<file path="config.mk">
export PLATFORM = sky130hd
export DESIGN_NAME = fetch_unit
export DESIGN_NICKNAME = d
export VERILOG_FILES = /design/src/rtl/fetch_pkg.sv /design/src/rtl/npc_calc.sv /design/src/rtl/fetch_unit.sv
export SDC_FILE = /design/constraint.sdc
export NUM_CORES = 1
export LEC_CHECK = 0
export CORE_UTILIZATION = 30
export DETAILED_ROUTE_END_ITERATION = 8
export GPL_ROUTABILITY_DRIVEN = 0
export GPL_TIMING_DRIVEN = 0
export REMOVE_ABC_BUFFERS = 1
export SLEW_MARGIN = 20
export SYNTH_ARGS = -nofsm -noshare
export SYNTH_HDL_FRONTEND = slang
export SYNTH_SLANG_ARGS = --single-unit
</file>
<file path="constraint.sdc">
create_clock -name clk -period 5.6 [get_ports clk]
set_clock_uncertainty 0.15 [all_clocks]
set_input_delay 1.12 -clock clk [delete_from_list [all_inputs] [get_ports clk]]
set_output_delay 1.12 -clock clk [all_outputs]
set_load 0.03 [all_outputs]
</file>
<file path="src/rtl/fetch_pkg.sv">
// Shared encodings for the fetch stage: next-PC select, fetch FSM states and the NOP word.
package fetch_pkg;

  localparam int unsigned XLEN = 32;

  localparam logic [1:0] PCSRC_SEQ = 2'b00;
  localparam logic [1:0] PCSRC_BR  = 2'b01;
  localparam logic [1:0] PCSRC_JR  = 2'b10;
  localparam logic [1:0] PCSRC_J   = 2'b11;

  localparam logic [XLEN-1:0] INST_NOP = 32'h0000_0000;

  typedef enum logic [1:0] {
    IDLE  = 2'b00,
    FETCH = 2'b01,
    EXEC  = 2'b10,
    HALT  = 2'b11
  } fetch_state_t;

endpackage

</file>
<file path="src/rtl/npc_calc.sv">
// Combinational next-PC selection: sequential, branch, jr and jump targets plus misalignment flag.
module npc_calc
  import fetch_pkg::*;
(
  input  logic [31:0] pc,
  input  logic [31:0] inst,
  input  logic [31:0] ra,
  input  logic [1:0]  pcsource,
  output logic [31:0] next_pc,
  output logic [31:0] pc4,
  output logic        misalign
);

  logic [31:0] br_off;
  logic [31:0] jmp_tgt;
  logic        unused_op;

  assign pc4     = pc + 32'd4;
  assign br_off  = {{14{inst[15]}}, inst[15:0], 2'b00};
  assign jmp_tgt = {pc4[31:28], inst[25:0], 2'b00};

  always_comb begin
    next_pc = pc4;
    case (pcsource)
      PCSRC_SEQ: next_pc = pc4;
      PCSRC_BR:  next_pc = pc4 + br_off;
      PCSRC_JR:  next_pc = ra;
      PCSRC_J:   next_pc = jmp_tgt;
      default:   next_pc = pc4;
    endcase
  end

  // Only a jr target can carry nonzero low bits; the others are built word-aligned.
  assign misalign  = (next_pc[1:0] != 2'b00);
  assign unused_op = ^inst[31:26];

endmodule

</file>
<file path="src/rtl/fetch_unit.sv">
// Fetch/PC stage: req/ack instruction fetch, one-cycle execute strobe, next-PC update, sticky halt.
module fetch_unit
  import fetch_pkg::*;
#(
  parameter logic [31:0] RESET_PC = 32'h0000_0000
) (
  input  logic        clk,
  input  logic        rst,
  input  logic [1:0]  pcsource,
  input  logic [31:0] ra,
  output logic        imem_req,
  output logic [31:0] imem_addr,
  input  logic        imem_ack,
  input  logic [31:0] imem_rdata,
  output logic [31:0] inst,
  output logic        inst_valid,
  output logic [31:0] pc,
  output logic [31:0] pc4,
  output logic        halted
);

  fetch_state_t state, state_n;
  logic [31:0]  next_pc;
  logic         misalign;
  logic         load_inst;
  logic         load_pc;

  npc_calc u_npc (
    .pc       (pc),
    .inst     (inst),
    .ra       (ra),
    .pcsource (pcsource),
    .next_pc  (next_pc),
    .pc4      (pc4),
    .misalign (misalign)
  );

  assign imem_addr = pc;

  // Next-state and register-load decode.
  always_comb begin
    state_n   = state;
    load_inst = 1'b0;
    load_pc   = 1'b0;
    case (state)
      IDLE:  state_n = FETCH;
      FETCH: begin
        if (imem_ack) begin
          load_inst = 1'b1;
          state_n   = EXEC;
        end
      end
      EXEC: begin
        if (misalign) begin
          state_n = HALT;
        end else begin
          load_pc = 1'b1;
          state_n = FETCH;
        end
      end
      HALT:    state_n = HALT;
      default: state_n = IDLE;
    endcase
  end

  // State, PC, instruction and state-decoded outputs, all registered.
  always_ff @(posedge clk or posedge rst) begin
    if (rst) begin
      state      <= IDLE;
      pc         <= RESET_PC;
      inst       <= INST_NOP;
      imem_req   <= 1'b0;
      inst_valid <= 1'b0;
      halted     <= 1'b0;
    end else begin
      state      <= state_n;
      if (load_pc)   pc   <= next_pc;
      if (load_inst) inst <= imem_rdata;
      imem_req   <= (state_n == FETCH);
      inst_valid <= (state_n == EXEC);
      halted     <= (state_n == HALT);
    end
  end

endmodule

</file>
# After elaboration in Yosys (flattened, before gate mapping)

Index checks and enable logic that the tools add are counted.

Add/sub/neg operators: 2
Equality and inequality tests: 9
Multiplexer cells: 8
Reduce and logical (&&, ||, !) cells: 3

Operators with widths:

| kind                                                             | count |
|---|---|
| 32-bit one-hot mux with 4 select lines                           | 1 |
| 32-bit by 3-bit adder with 32-bit output (second input constant) | 1 |
| 32-bit adder                                                     | 1 |
| 2-bit == test (second input constant)                            | 6 |
| 2-bit one-hot mux with 4 select lines                            | 1 |
| 2-bit by 1-bit == test with 1-bit output (second input constant) | 3 |
| 2-bit zero test                                                  | 2 |
| 1-bit 2-to-1 mux                                                 | 4 |
| 2-bit 2-to-1 mux                                                 | 2 |
| 2-bit nonzero test                                               | 1 |

Bits in registers: 69
Input bits: 69
Output and inout bits: 131
Word-level logic and storage cells: 28

# Longest topological paths before layout

Depth after elaboration: 7
Gate-level depth with buffers: 14

# Cells and area by module

Synthesis repeated with hierarchy kept, for this count alone.

Cell total of the unflattened synthesis: 577
Area, all modules: 5863.1 sq um

Modules (own cells, without submodules):

| module     | instances | cells an instance | area an instance (sq um) |
|---|---|---|---|
| npc_calc   | 1         | 398               | 3052.9 |
| fetch_unit | 1         | 179               | 2810.2 |

# Least setup slack after synthesis

No wires, ideal clock.

Path kind: register -> register
From: register pc[15] (netlist: imem_addr[15])
To: register pc[31] (netlist: imem_addr[31])
Setup time: 120 ps
Arrival time: 4193 ps
Data required time: 5330 ps
Slack: 1137 ps
Cell stages (with the launch flop): 14
Buffers on the path: 0
Period minus slack after synthesis: 4463 ps
Path through: dfrtp_1 and3_1 and3_1 or3b_2 nor2_1 xor2_1 ha_1 a21oi_1 o21ai_0 nor4_1 a211oi_1 or3_1 a31o_1 a31o_1

Cells in the longest elaborated chain, start to end: 3

Ends and longest elaborated chain:

| item                                     | RTL line         | source |
|---|---|---|
| from (decl)                              | fetch_unit.sv:17 | `output logic [31:0] pc,` |
| from (signal assigned)                   | fetch_unit.sv:77 | `if (load_pc) pc <= next_pc;` |
| 32-bit by 3-bit adder with 32-bit output | npc_calc.sv:18   | `assign pc4 = pc + 32'd4;` |
| named net pc4[24]                        | fetch_unit.sv:18 | `output logic [31:0] pc4,` |
| 32-bit adder                             | npc_calc.sv:26   | `PCSRC_BR: next_pc = pc4 + br_off;` |
| 32-bit one-hot mux with 4 select lines   | npc_calc.sv:24   | `case (pcsource)` |

The timed path passes the listed nets, and every way through them passes these cells.
A chain may end at the register's enable or synchronous reset.

# Worst setup path in the final report

From: register pc[4] (netlist: imem_addr[4])
To: output port pc4[25]

Cells in the longest elaborated chain, start to end: 1

Ends and longest elaborated chain:

| item                                     | RTL line |
|---|---|
| 32-bit by 3-bit adder with 32-bit output | npc_calc.sv:18 |
| to (decl)                                | fetch_unit.sv:18 |

Every way passes these cells.

==> results.tsv <==
metric	value	unit
IO buf count	199	
Worst path top cell family by delay	simple AND/OR/NAND/NOR gates	
Yosys top cell area share	0.3036	
Post-CTS Setup Repair Bufs	0	
clk_lat worst skew	350	ps
f_max	0.2053	GHz
register area	1727	sq um
CTS tree	built	
Mean Syn Cell Area	8.477	sq um
Worst Setup Start Kind	register	
Post-synth EDFFs	0	
post-synthesis sequential area ratio	0.3036	
max_cap viols	0	
clk buf depth	2	
slowest cell delay on critical path	740	ps
Post-layout nets	932	
H-tree levels	3	
synthesized cell area	5688	sq um
Hold Crit Class	register to register	
Synth area leaders	dfrtp_1 (30%), nand2_1 (11%), ha_1 (7.5%)	
Die Height	139.7	um
Site Rows	49	
antenna violation net count after detailed routing	0	
metal3 WL	817	um
Slew @ Worst Pin	801.7	ps
Setup-failing EPs final	0	
Util after Layout	0.4367	
Clk network pwr share	0.101	
Tot GR Track Use	0.1930	
initial antenna violation count	0	
Initial Util	0.3113	
Most used DFF post-synth	dfrtp_1	
Remaining Overflow, GRT	0	
1st-iter DRT viols	332	
Die ar.	19510	sq um
crit path kind	register to output port	
sw frac	0.5087	
Setup crit end kind	output port	
Int Pwr	2.658	mW
Pre-antenna DRT Iters	5	
LEAKAGE	3.530	nW
Cell Pwr Density	678.0	nW/um^2
hold_buf cts	0	
Top Ports	200	
number of global-route vias before repair	5145	
portion of total power attributed to combinational logic	0.703	
Max rail drop VDD	0.0002807	V
TritonCTS Buffers	9	
drt wl/cell	17.61	um
DR vias/cell	5.064	
global-route wire length before repair	28.99	mm
core region area	18270	sq um
ANT cells	0	
DRC viols	0	
Layout Area Growth over Synthesis	40.28	%
Root Driver	clkbuf_16	
Detail Route met2 WL	8.663	mm
register share of total power	0.196	
WP data arrival	3600	ps
layout cells sized above 1	0.06723	
DP HPWL	13.85	mm
WL final	18.70	mm
Synth async-reset ratio	1.000	
Routed met1 length	8.976	mm
post-synth cell types	63	
Fill cells	1822	
CP max stage cell	clkdlybuf4s50_1	
Top Layer Used	met4	
Syn Inst Count	671	
Period minus WS final	4870	ps
Yosys reg bits	69	
RSZ-0062 raised after global routing	false	
CTS clock-pin slew for the worst setup and hold paths	60	ps
P_sw	2.752	mW
crit-path cells	and3_1 > nand4_1 > nor2_1 > and2_1 > and4_1 > xor2_1 > clkdlybuf4s50_1	
outcome	completed	
max_slew headroom	0.4655	
total power draw	5.410	mW
synth warn	0	
footprint of the multi-input gates	3531	sq um
Yosys top cell by area	dfrtp_1	
required time worst endpoint	4330	ps
largest net degree at the start of global routing	46	
final worst-path cycle share	0.8696	
fin. max-slew vios	0	
post_cts resized	0	
CTS Sinks	69	
crit path buf inv count	1	
Final Hold Viols	0	
Die Width	139.7	um
crit path max fanout	7	
vias after detailed routing	5378	
-- worst reg2reg max path, cell delays in order (launching register included) --
cell and delay [ps]:
dfrtp_1 460, and3_1 320, nand4_1 380, nor2_1 520, and2_1 330, and4_1 240, xor2_1 270, ha_1 360
nand2_1 100, o21ai_0 160, nor4_1 410, a211oi_1 160, or3_1 380, a31o_1 230, a31o_1 200
-- flip-flops by register name, indices dropped and copies added (netlist names) --
| name | flops |
|---|---|
| state | 2 |
| halted | 1 |
| inst_valid | 1 |
| imem_req | 1 |
| imem_addr | 32 |
| inst | 32 |
-- logic make-up (layout without fill, tap and decap cells) --
kind of cell | after synthesis | after routing | synth area share
AND/OR/NAND/NOR | 281 | 281 | 0.2226
AO/OA/AOI/OAI | 135 | 135 | 0.1566
buffers and inverters | 73 | 235 | 0.07655
flip-flops | 69 | 69 | 0.3036
XOR/XNOR | 45 | 45 | 0.06929
adder cells (fa/ha/maj) | 35 | 35 | 0.07831
multiplexers | 33 | 33 | 0.09305
-- power groups by stage --
stage          Combinational, mW  Sequential (mW)  Clock [mW]
2_1_floorplan               1.85             1.61           0
3_3_place_gp                3.75             1.06           0
3_5_place_dp                3.80             1.07           0
4_1_cts                     3.82             1.07       0.565
5_1_grt                     4.09             1.11       0.578
6_report                    3.80             1.06       0.547
-- cells in the final DEF, fill, tap and decap left out, drive strengths merged, types with 5 or more instances in the layout --
master         Yosys  routed
xor2              17      17
ha                34      34
o211ai             5       5
xnor2             28      28
nand2b             9       9
nand3             16      16
dfrtp             69      69
clkdlybuf4s50      1     197
and3              11      11
mux2i             12      12
a21oi             43      43
nor2              31      31
nand2            167     167
o21a               7       7
nor2b              6       6
clkbuf            18      10
o21ai             32      32
buf               38       6
mux2               6       6
and4               6       6
and2               6       6
or3                5       5
inv               16      16
a21o               8       8
mux4              15      15
nand4              8       8
-- Yosys cell counts, types with 9 or more instances --
master / number
dfrtp_1: 69
buf_4: 34
o21ai_0: 30
nand2_1: 167
xnor2_1: 28
ha_1: 34
nor2_1: 31
clkbuf_1: 16
nand3_1: 16
mux2i_1: 12
a21oi_1: 43
mux4_2: 15
xor2_1: 17
nand2b_1: 9
and3_1: 11
inv_1: 16
-- metrics by stage --
step / setup TNS, ps / hold WS (ps) / setup slack (ps) / cells / area, sq um
after global routing: 0 / 345.1 / 548.4 / 1062 / 7979
after CTS: 0 / 326.5 / 753.5 / 1062 / 7979
after floorplan: 0 / 384.5 / 936.2 / 614 / 5313
final: 0 / 324.1 / 730.0 / 1062 / 7979
after detailed placement: 0 / 311.3 / 923.8 / 1046 / 7701
after global placement: -4341 / 308.5 / -573.1 / 1042 / 7591
-- layer usage --
metal	vias to the layer above	GRT usage
met5	-	0
met4	0	0.05842
met3	13	0.02994
met2	147	0.3155
met1	2560	0.2615
li1	2658	-
-- final cells by class --
type / instances / area share
Tap cell: 229 / 0.03591
Timing Repair Buffer: 203 / 0.2625
Clock inverter: 6 / 0.004861
Inverter: 16 / 0.007841
Multi-Input combinational cell: 529 / 0.4425
Clock buffer: 10 / 0.02995
Sequential cell: 69 / 0.2164
-- path summary, 6_finish.rpt --
kind	from	cells after the start	slack [ps]	to
worst max-delay path	imem_addr[4]$_DFFE_PP0P_	7	730	pc4[25]
worst min-delay path	inst[30]$_DFFE_PP0P_	2	320	inst[30]$_DFFE_PP0P_
worst max register to register	imem_addr[4]$_DFFE_PP0P_	14	840	imem_addr[31]$_DFFE_PP0P_
worst min register to register	inst[30]$_DFFE_PP0P_	2	320	inst[30]$_DFFE_PP0P_
max in group asynchronous	rst	3	3790	imem_addr[25]$_DFFE_PP0P_
min in group asynchronous	rst	2	950	inst[27]$_DFFE_PP0P_
No activity file was read; power rests on OpenSTA's default activity.
